**src/rtl/kbd_pkg.sv**
```systemverilog
// +-----------------------------------------------------------------------+
// | kbd_pkg: scan-code constants, parser states and event entry layout.  |
// | Rev 1.0                                                              |
// +-----------------------------------------------------------------------+
`default_nettype none

package kbd_pkg;

  localparam logic [7:0] SC_EXT    = 8'hE0;
  localparam logic [7:0] SC_PAUSE  = 8'hE1;
  localparam logic [7:0] SC_BREAK  = 8'hF0;
  localparam logic [7:0] SC_LSHIFT = 8'h12;
  localparam logic [7:0] SC_RSHIFT = 8'h59;
  localparam logic [7:0] SC_CTRL   = 8'h14;
  localparam logic [7:0] SC_ALT    = 8'h11;
  localparam logic [7:0] SC_STOP   = 8'h07;
  localparam logic [7:0] SC_SUPER  = 8'h7E;

  // Pause is E1 followed by seven more bytes that carry no key event.
  localparam logic [2:0] PAUSE_TAIL = 3'd7;

  localparam int ENTRY_W   = 13;
  localparam int CODE_LSB  = 0;
  localparam int FLAGS_LSB = 8;
  localparam int F_SHIFT   = 8;
  localparam int F_CTRL    = 9;
  localparam int F_ALT     = 10;
  localparam int F_EXT     = 11;
  localparam int F_REP     = 12;

  typedef enum logic [2:0] {
    ST_IDLE    = 3'd0,
    ST_EXT     = 3'd1,
    ST_BRK     = 3'd2,
    ST_EXT_BRK = 3'd3,
    ST_SKIP    = 3'd4
  } parse_state_e;

  function automatic logic [ENTRY_W-1:0] mk_entry(input logic rep, input logic ext,
                                                  input logic alt, input logic ctrl,
                                                  input logic shift, input logic [7:0] code);
    return {rep, ext, alt, ctrl, shift, code};
  endfunction

endpackage

`default_nettype wire

```
**src/rtl/kbd_fifo.sv**
```systemverilog
// +-----------------------------------------------------------------------+
// | kbd_fifo: synchronous FIFO, simultaneous push/pop, full/empty flags. |
// | Rev 1.0                                                              |
// +-----------------------------------------------------------------------+
`default_nettype none

module kbd_fifo #(
  parameter int DEPTH   = 8,
  parameter int ENTRY_W = 13
) (
  input  logic               clk,
  input  logic               rst,
  input  logic               push_i,
  input  logic [ENTRY_W-1:0] din_i,
  input  logic               pop_i,
  output logic [ENTRY_W-1:0] dout_o,
  output logic               full_o,
  output logic               empty_o
);

  localparam int AW = $clog2(DEPTH);

  logic [ENTRY_W-1:0] mem_q [DEPTH];
  logic [AW-1:0]      wr_q, rd_q;
  logic [AW:0]        cnt_q;
  logic               do_push, do_pop;

  assign empty_o = (cnt_q == '0);
  assign full_o  = (cnt_q == (AW+1)'(DEPTH));
  assign do_pop  = pop_i && !empty_o;
  // A full FIFO still accepts a push when the head leaves in the same cycle.
  assign do_push = push_i && (!full_o || do_pop);
  assign dout_o  = mem_q[rd_q];

  always_ff @(posedge clk) begin
    if (do_push) mem_q[wr_q] <= din_i;
  end

  always_ff @(posedge clk or posedge rst) begin
    if (rst) begin
      wr_q  <= '0;
      rd_q  <= '0;
      cnt_q <= '0;
    end else begin
      if (do_push) wr_q <= wr_q + AW'(1);
      if (do_pop)  rd_q <= rd_q + AW'(1);
      if (do_push && !do_pop)      cnt_q <= cnt_q + (AW+1)'(1);
      else if (do_pop && !do_push) cnt_q <= cnt_q - (AW+1)'(1);
    end
  end

endmodule

`default_nettype wire

```
**src/rtl/kbd_event_queue.sv**
```systemverilog
// +-----------------------------------------------------------------------+
// | kbd_event_queue: PS/2 make/break parser, modifiers, auto-repeat,     |
// | STOP/SUPER pulses and a key-event FIFO.                 Rev 1.0      |
// +-----------------------------------------------------------------------+
`default_nettype none

module kbd_event_queue #(
  parameter int unsigned DEPTH         = 8,
  parameter int unsigned PULSE_LEN     = 256,
  parameter int unsigned REPEAT_EN     = 1,
  parameter int unsigned REPEAT_DELAY  = 20'd500000,
  parameter int unsigned REPEAT_PERIOD = 20'd100000
) (
  input  logic       mclk,
  input  logic       reset_in,
  input  logic       scan_dav,
  input  logic [7:0] scan_code,
  input  logic       scan_err,
  input  logic       read_kb,
  input  logic       clr_ovf,
  output logic       kbd_available,
  output logic [7:0] ev_code,
  output logic [4:0] ev_flags,
  output logic       shift,
  output logic       ctrl,
  output logic       alt,
  output logic       key_down,
  output logic       key_stop,
  output logic       key_super,
  output logic       overflow
);

  import kbd_pkg::*;

  localparam int RMAX = (REPEAT_DELAY > REPEAT_PERIOD) ? int'(REPEAT_DELAY) : int'(REPEAT_PERIOD);
  localparam int RW   = $clog2(RMAX + 1);
  localparam int PW   = $clog2(PULSE_LEN + 1);

  parse_state_e       state_q, state_d;
  logic [2:0]         skip_q, skip_d;
  logic               lsh_q, lsh_d, rsh_q, rsh_d;
  logic               lctl_q, lctl_d, rctl_q, rctl_d;
  logic               lalt_q, lalt_d, ralt_q, ralt_d;
  logic [7:0]         held_q, held_d;
  logic               held_ext_q, held_ext_d;
  logic               key_down_q, key_down_d;
  logic [RW-1:0]      rep_q, rep_d;
  logic [PW-1:0]      stop_q, stop_d, super_q, super_d;
  logic               push_q, push_d;
  logic [ENTRY_W-1:0] entry_q, entry_d;
  logic               ovf_q, ovf_d;

  logic               is_make, is_brk, is_ext;
  logic [ENTRY_W-1:0] head;
  logic               fifo_full, fifo_empty, drop;

  assign shift = lsh_q | rsh_q;
  assign ctrl  = lctl_q | rctl_q;
  assign alt   = lalt_q | ralt_q;

  always_comb begin
    state_d    = state_q;
    skip_d     = skip_q;
    lsh_d      = lsh_q;
    rsh_d      = rsh_q;
    lctl_d     = lctl_q;
    rctl_d     = rctl_q;
    lalt_d     = lalt_q;
    ralt_d     = ralt_q;
    held_d     = held_q;
    held_ext_d = held_ext_q;
    key_down_d = key_down_q;
    rep_d      = rep_q;
    stop_d     = (stop_q != '0) ? stop_q - PW'(1) : stop_q;
    super_d    = (super_q != '0) ? super_q - PW'(1) : super_q;
    push_d     = 1'b0;
    entry_d    = '0;
    is_make    = 1'b0;
    is_brk     = 1'b0;
    is_ext     = 1'b0;

    // A repeat is skipped, not deferred, while anything is still waiting for the CPU.
    if (REPEAT_EN != 0 && key_down_q && rep_q != '0) begin
      rep_d = rep_q - RW'(1);
      if (rep_q == RW'(1)) begin
        rep_d = RW'(REPEAT_PERIOD);
        if (fifo_empty && !push_q) begin
          push_d  = 1'b1;
          entry_d = mk_entry(1'b1, held_ext_q, alt, ctrl, shift, held_q);
        end
      end
    end

    if (scan_err) begin
      state_d = ST_IDLE;
    end else if (scan_dav) begin
      case (state_q)
        ST_IDLE: begin
          if (scan_code == SC_EXT)        state_d = ST_EXT;
          else if (scan_code == SC_BREAK) state_d = ST_BRK;
          else if (scan_code == SC_PAUSE) begin
            state_d = ST_SKIP;
            skip_d  = PAUSE_TAIL;
          end else is_make = 1'b1;
        end
        ST_EXT: begin
          if (scan_code == SC_BREAK) state_d = ST_EXT_BRK;
          else begin
            is_make = 1'b1;
            is_ext  = 1'b1;
            state_d = ST_IDLE;
          end
        end
        ST_BRK: begin
          is_brk  = 1'b1;
          state_d = ST_IDLE;
        end
        ST_EXT_BRK: begin
          is_brk  = 1'b1;
          is_ext  = 1'b1;
          state_d = ST_IDLE;
        end
        ST_SKIP: begin
          skip_d = skip_q - 3'd1;
          if (skip_q == 3'd1) state_d = ST_IDLE;
        end
        default: state_d = ST_IDLE;
      endcase
    end

    // E0 12 / E0 59 are the fake shifts some keys wrap themselves in.
    if ((is_make || is_brk) && !(is_ext && (scan_code == SC_LSHIFT || scan_code == SC_RSHIFT))) begin
      if (scan_code == SC_LSHIFT)      lsh_d = is_make;
      else if (scan_code == SC_RSHIFT) rsh_d = is_make;
      else if (scan_code == SC_CTRL) begin
        if (is_ext) rctl_d = is_make;
        else        lctl_d = is_make;
      end else if (scan_code == SC_ALT) begin
        if (is_ext) ralt_d = is_make;
        else        lalt_d = is_make;
      end else if (is_make && !is_ext && scan_code == SC_STOP) begin
        stop_d = PW'(PULSE_LEN);
      end else if (is_make && !is_ext && scan_code == SC_SUPER) begin
        super_d = PW'(PULSE_LEN);
      end else if (is_make) begin
        if (!(key_down_q && held_q == scan_code && held_ext_q == is_ext)) begin
          push_d     = 1'b1;
          entry_d    = mk_entry(1'b0, is_ext, alt, ctrl, shift, scan_code);
          held_d     = scan_code;
          held_ext_d = is_ext;
          key_down_d = 1'b1;
          rep_d      = RW'(REPEAT_DELAY);
        end
      end else if (key_down_q && held_q == scan_code && held_ext_q == is_ext) begin
        key_down_d = 1'b0;
        rep_d      = '0;
        push_d     = 1'b0;
        entry_d    = '0;
      end
    end
  end

  assign drop  = push_q && fifo_full && !read_kb;
  assign ovf_d = drop ? 1'b1 : (clr_ovf ? 1'b0 : ovf_q);

  always_ff @(posedge mclk or posedge reset_in) begin
    if (reset_in) begin
      state_q    <= ST_IDLE;
      skip_q     <= '0;
      lsh_q      <= 1'b0;
      rsh_q      <= 1'b0;
      lctl_q     <= 1'b0;
      rctl_q     <= 1'b0;
      lalt_q     <= 1'b0;
      ralt_q     <= 1'b0;
      held_q     <= '0;
      held_ext_q <= 1'b0;
      key_down_q <= 1'b0;
      rep_q      <= '0;
      stop_q     <= '0;
      super_q    <= '0;
      push_q     <= 1'b0;
      entry_q    <= '0;
      ovf_q      <= 1'b0;
    end else begin
      state_q    <= state_d;
      skip_q     <= skip_d;
      lsh_q      <= lsh_d;
      rsh_q      <= rsh_d;
      lctl_q     <= lctl_d;
      rctl_q     <= rctl_d;
      lalt_q     <= lalt_d;
      ralt_q     <= ralt_d;
      held_q     <= held_d;
      held_ext_q <= held_ext_d;
      key_down_q <= key_down_d;
      rep_q      <= rep_d;
      stop_q     <= stop_d;
      super_q    <= super_d;
      push_q     <= push_d;
      entry_q    <= entry_d;
      ovf_q      <= ovf_d;
    end
  end

  kbd_fifo #(
    .DEPTH   (int'(DEPTH)),
    .ENTRY_W (ENTRY_W)
  ) u_fifo (
    .clk     (mclk),
    .rst     (reset_in),
    .push_i  (push_q),
    .din_i   (entry_q),
    .pop_i   (read_kb),
    .dout_o  (head),
    .full_o  (fifo_full),
    .empty_o (fifo_empty)
  );

  assign kbd_available = !fifo_empty;
  assign ev_code       = fifo_empty ? 8'h00 : head[CODE_LSB +: 8];
  assign ev_flags      = fifo_empty ? 5'h00 : head[FLAGS_LSB +: 5];
  assign key_down      = key_down_q;
  assign key_stop      = (stop_q != '0);
  assign key_super     = (super_q != '0);
  assign overflow      = ovf_q;

endmodule

`default_nettype wire

```
**config.mk**
```make
export PLATFORM = sky130hd
export DESIGN_NAME = kbd_event_queue
export DESIGN_NICKNAME = d
export VERILOG_FILES = /design/src/rtl/kbd_pkg.sv /design/src/rtl/kbd_fifo.sv /design/src/rtl/kbd_event_queue.sv
export SDC_FILE = /design/constraint.sdc
export NUM_CORES = 1
export LEC_CHECK = 0
export ABC_AREA = 1
export ABC_CLOCK_PERIOD_IN_PS = 2700
export CAP_MARGIN = 20
export CORE_ASPECT_RATIO = 0.5
export CORE_MARGIN = 1.5
export CORE_UTILIZATION = 25
export DETAILED_ROUTE_END_ITERATION = 12
export GPL_TIMING_DRIVEN = 0
export HOLD_SLACK_MARGIN = 0.08
export PLACE_DENSITY_LB_ADDON = 0.1
export SYNTH_ARGS = -nofsm -noshare
export SYNTH_HDL_FRONTEND = slang
export SYNTH_SLANG_ARGS = --single-unit
```
**constraint.sdc**
```tcl
create_clock -name mclk -period 2.7 [get_ports mclk]
set_input_delay 0.675 -clock mclk [delete_from_list [all_inputs] [get_ports mclk]]
set_output_delay 0.675 -clock mclk [all_outputs]
set_load 0.05 [all_outputs]
```
==> results.json, run 1 <==
{
  "status": "completed",
  "port-buffer-count": 29,
  "syn-num-nets": 992,
  "die_h_um": 137,
  "area_growth_pct": 25.2,
  "r2r_slack_ps": 290,
  "p_per_area_nw_per_um2": 1020,
  "cts_sinks": 188,
  "finalNonFillerCells": 1528,
  "postRouteAntennaNets": 0,
  "maxSlewViolCount": 0,
  "timing.slew.headroom_pct": 49.3,
  "skew_ps": 9.49,
  "cts_root_buf": "clkbuf_16",
  "grt_pass1_wl_um": 37500,
  "dieWidth_um": 271,
  "critPathArrivalTime_ps": 2000,
  "core_area_sq_um": 34900,
  "wl_um": 23800,
  "setup-violations-final": 0,
  "path_clk_slew_ps": 70,
  "synth_seq_cells": 188,
  "holdWs_ps": 478,
  "drc_errors": 0,
  "final_nets": 1066,
  "vias": 6622,
  "rsz0062_at_grt": "yes",
  "min_period_ps": 2680,
  "critPathLaunchType": "flip-flop",
  "syn_area_per_cell_sq_um": 9.30,
  "worst_slack_ps": 24.2,
  "highest_layer": "met4",
  "dr.pass1.iters": 4,
  "ys_seq_area_share_pct": 58.2,
  "p_sw_share_pct": 41.0,
  "gp_congestion": 0.792,
  "maxCapViolCount": 0,
  "cp-end-kind": "output pin",
  "crit_type": "reg2out",
  "syn-cell-area_sq_um": 8980,
  "cts-buffers-inserted": 17,
  "worst_pin_slew_ps": 760,
  "internal-power_mw": 6.76,
  "htreeDepth": 4,
  "post-route-util_pct": 32.2,
  "placed_area_sq_um": 10000,
  "wl_met3_um": 594,
  "stdcell_area_sq_um": 11200,
  "hold_violations": 0,
  "switching_power_mw": 4.70,
  "irDropWorstVdd_uv": 572,
  "dieArea_sq_um": 37100,
  "clockBufferDepth": 2,
  "pre_cts_slack_ps": -1080,
  "wl_met2_um": 11300,
  "leakage_nw": 4.79,
  "dp_cells": 1477,
  "cts.hold.buffers_added": 0,
  "synth_cell_types": 44,
  "power.clock.fraction_pct": 22.3,
  "max_freq_mhz": 374,
  "cp.required_ps": 2030,
  "io_pins": 35,
  "drt_iter0_drc": 470,
  "start_util_pct": 25.7,
  "synth_warnings": 0,
  "hold_path.class": "reg2reg",
  "drive_gt1_share_pct": 19.6,
  "insertedDiodeCount": 0,
  "grt_pass1_vias": 6612,
  "share_comb_of_total_power_pct": 45.1,
  "gr-total-overflow": 0,
  "worstPathMaxFanout": 6,
  "std_cell_rows": 48,
  "vias_per_cell": 4.33,
  "cts_tree": "built",
  "dp_hpwl_um": 16800,
  "syn-instance-count": 966,
  "clk_latency_ps": 450,
  "antenna_found_initial": 0,
  "routedWlPerCell_um": 15.6,
  "drt-met1-wl_um": 11700,
  "grt_max_degree": 31,
  "track_usage_pct": 13.3,
  "p_seq_share_pct": 32.5,
  "fin_crit_sh_pct": 99.1
}
[repair_timing]
action,CTS,global route
gates resized for setup,185,73
setup buffers,16,4
endpoints found under the setup margin,57,49
gates cloned,0,2
pin swaps,11,20
[cells by family after synthesis]
kind of cell    Yosys count  share of synthesized area, %
compound gates          148                          9.02
xor+xnor                 26                          2.54
fa+ha+maj                12                          1.76
buf+inv                 144                          6.31
flops                   188                          58.2
mux                       2                         0.251
simple gates            446                          21.9
[critical path, stage by stage (launching register included)]
cell	delay [ps]
dfrtp_1	410
buf_8	160
clkinv_8	60
buf_12	100
buf_4	110
o21ai_0	100
o22ai_2	160
o21ai_1	110
a31oi_2	170
buf_6	180
[registers in the layout, indices dropped and copies added, names as in the netlist, 3 cells and up]
| name | count |
|---|---|
| super_q | 9 |
| u_fifo.cnt_q | 4 |
| u_fifo.mem_q | 104 |
| stop_q | 9 |
| held_q | 8 |
| u_fifo.rd_q | 3 |
| u_fifo.wr_q | 3 |
| entry_q | 13 |
| rep_q | 19 |
| state_q | 3 |
| skip_q | 3 |
[path summary, 6_finish.rpt]
check	cells after the start	end	start
min in group asynchronous	2	overflow	reset_in
worst max register to register	14	u_fifo.cnt_q[3]	u_fifo.cnt_q[1]
worst min-delay path	2	stop_q[8]	stop_q[8]
worst min register to register	2	stop_q[8]	stop_q[8]
worst max-delay path	9	ev_code[4]	u_fifo.rd_q[1]
max in group asynchronous	3	stop_q[4]	reset_in
[final cells by class]
| cell class | count | area [sq um] |
|---|---|---|
| Inverter | 113 | 445 |
| Multi-Input combinational cell | 634 | 3470 |
| Timing Repair Buffer | 58 | 642 |
| Fill cell | 3614 | 23600 |
| Tap cell | 475 | 594 |
| Clock inverter | 15 | 155 |
| Clock buffer | 17 | 425 |
| Sequential cell | 188 | 5230 |
| Buffer | 28 | 289 |
[synthesized netlist by cell type (all sizes together)]
| master | instances | area share [%] |
|---|---|---|
| inv | 112 | 4.7 |
| buf | 12 | 0.79 |
| edfxtp | 104 | 35 |
| clkbuf | 19 | 0.79 |
| o211ai | 2 | 0.17 |
| ha | 11 | 1.5 |
| or2 | 7 | 0.52 |
| a21o | 1 | 0.084 |
| mux2 | 2 | 0.25 |
| nand3b | 4 | 0.33 |
| nor4 | 4 | 0.28 |
| xor2 | 15 | 1.5 |
| clkinv | 1 | 0.042 |
| nor2 | 179 | 7.9 |
| nand2 | 171 | 7.5 |
| o22ai | 15 | 1.0 |
| a21boi | 1 | 0.084 |
| nand3 | 52 | 3.3 |
| o31ai | 5 | 0.42 |
| dfrtp | 84 | 23 |
| xnor2 | 11 | 1.1 |
| and2 | 1 | 0.070 |
| a31oi | 16 | 1.1 |
| fa | 1 | 0.22 |
| o21ai | 96 | 5.4 |
| a21oi | 11 | 0.61 |
| nor3 | 16 | 1.0 |
| nand4 | 12 | 1.0 |
| a31o | 1 | 0.098 |
[per-layer routing]
metal	GRT usage, %	up-vias
li1	-	3351
met1	17.8	3185
met2	22.1	72
met3	2.58	14
met4	3.60	0
met5	0	-
[placed cells by master, fill, tap and decap left out, types with 4 or more instances in the layout]
cell type        count
a21oi_1             11
a31oi_2             12
buf_12               6
buf_2               10
buf_4               22
buf_6               19
buf_8                4
clkbuf_16           22
clkdlybuf4s50_1      8
dfrtp_1             82
dlymetal6s2s_1       4
edfxtp_1           104
ha_1                10
inv_1               97
inv_2               12
inv_6                5
nand2_1            165
nand3_1             46
nand3_2              5
nand3b_1             4
nand4_1             11
nor2_1             162
nor2_2              10
nor2_4               6
nor3_1              13
nor4_1               4
o21ai_0             50
o21ai_1             28
o21ai_2             18
o22ai_1              5
o22ai_2             10
o31ai_1              5
or2_2                5
xnor2_1             11
xor2_1              15
[power groups by stage]
stage          logic, mW  clock network, mW  registers (mW)
5_1_grt             5.67               2.75            3.78
2_1_floorplan       2.95                  0            3.69
4_1_cts             4.81               2.64            3.72
6_report            5.17               2.56            3.73
3_3_place_gp        4.17                  0            3.77
3_5_place_dp        4.19                  0            3.76
[metrics by stage]
step,total power [mW],setup TNS (ps)
2_1_floorplan,6.64,0
3_3_place_gp,7.94,-102700
3_5_place_dp,7.95,-55730
4_1_cts,11.2,-359
5_1_grt,12.2,-606
6_report,11.5,0
No activity file was read; power rests on OpenSTA's default activity.
==> inputs of run 2 (changes only) <==
RECOVER_POWER = 25   (was unset)
==> results of run 2 <==
Final layout, timing and power as in run 1 (identical DEF).
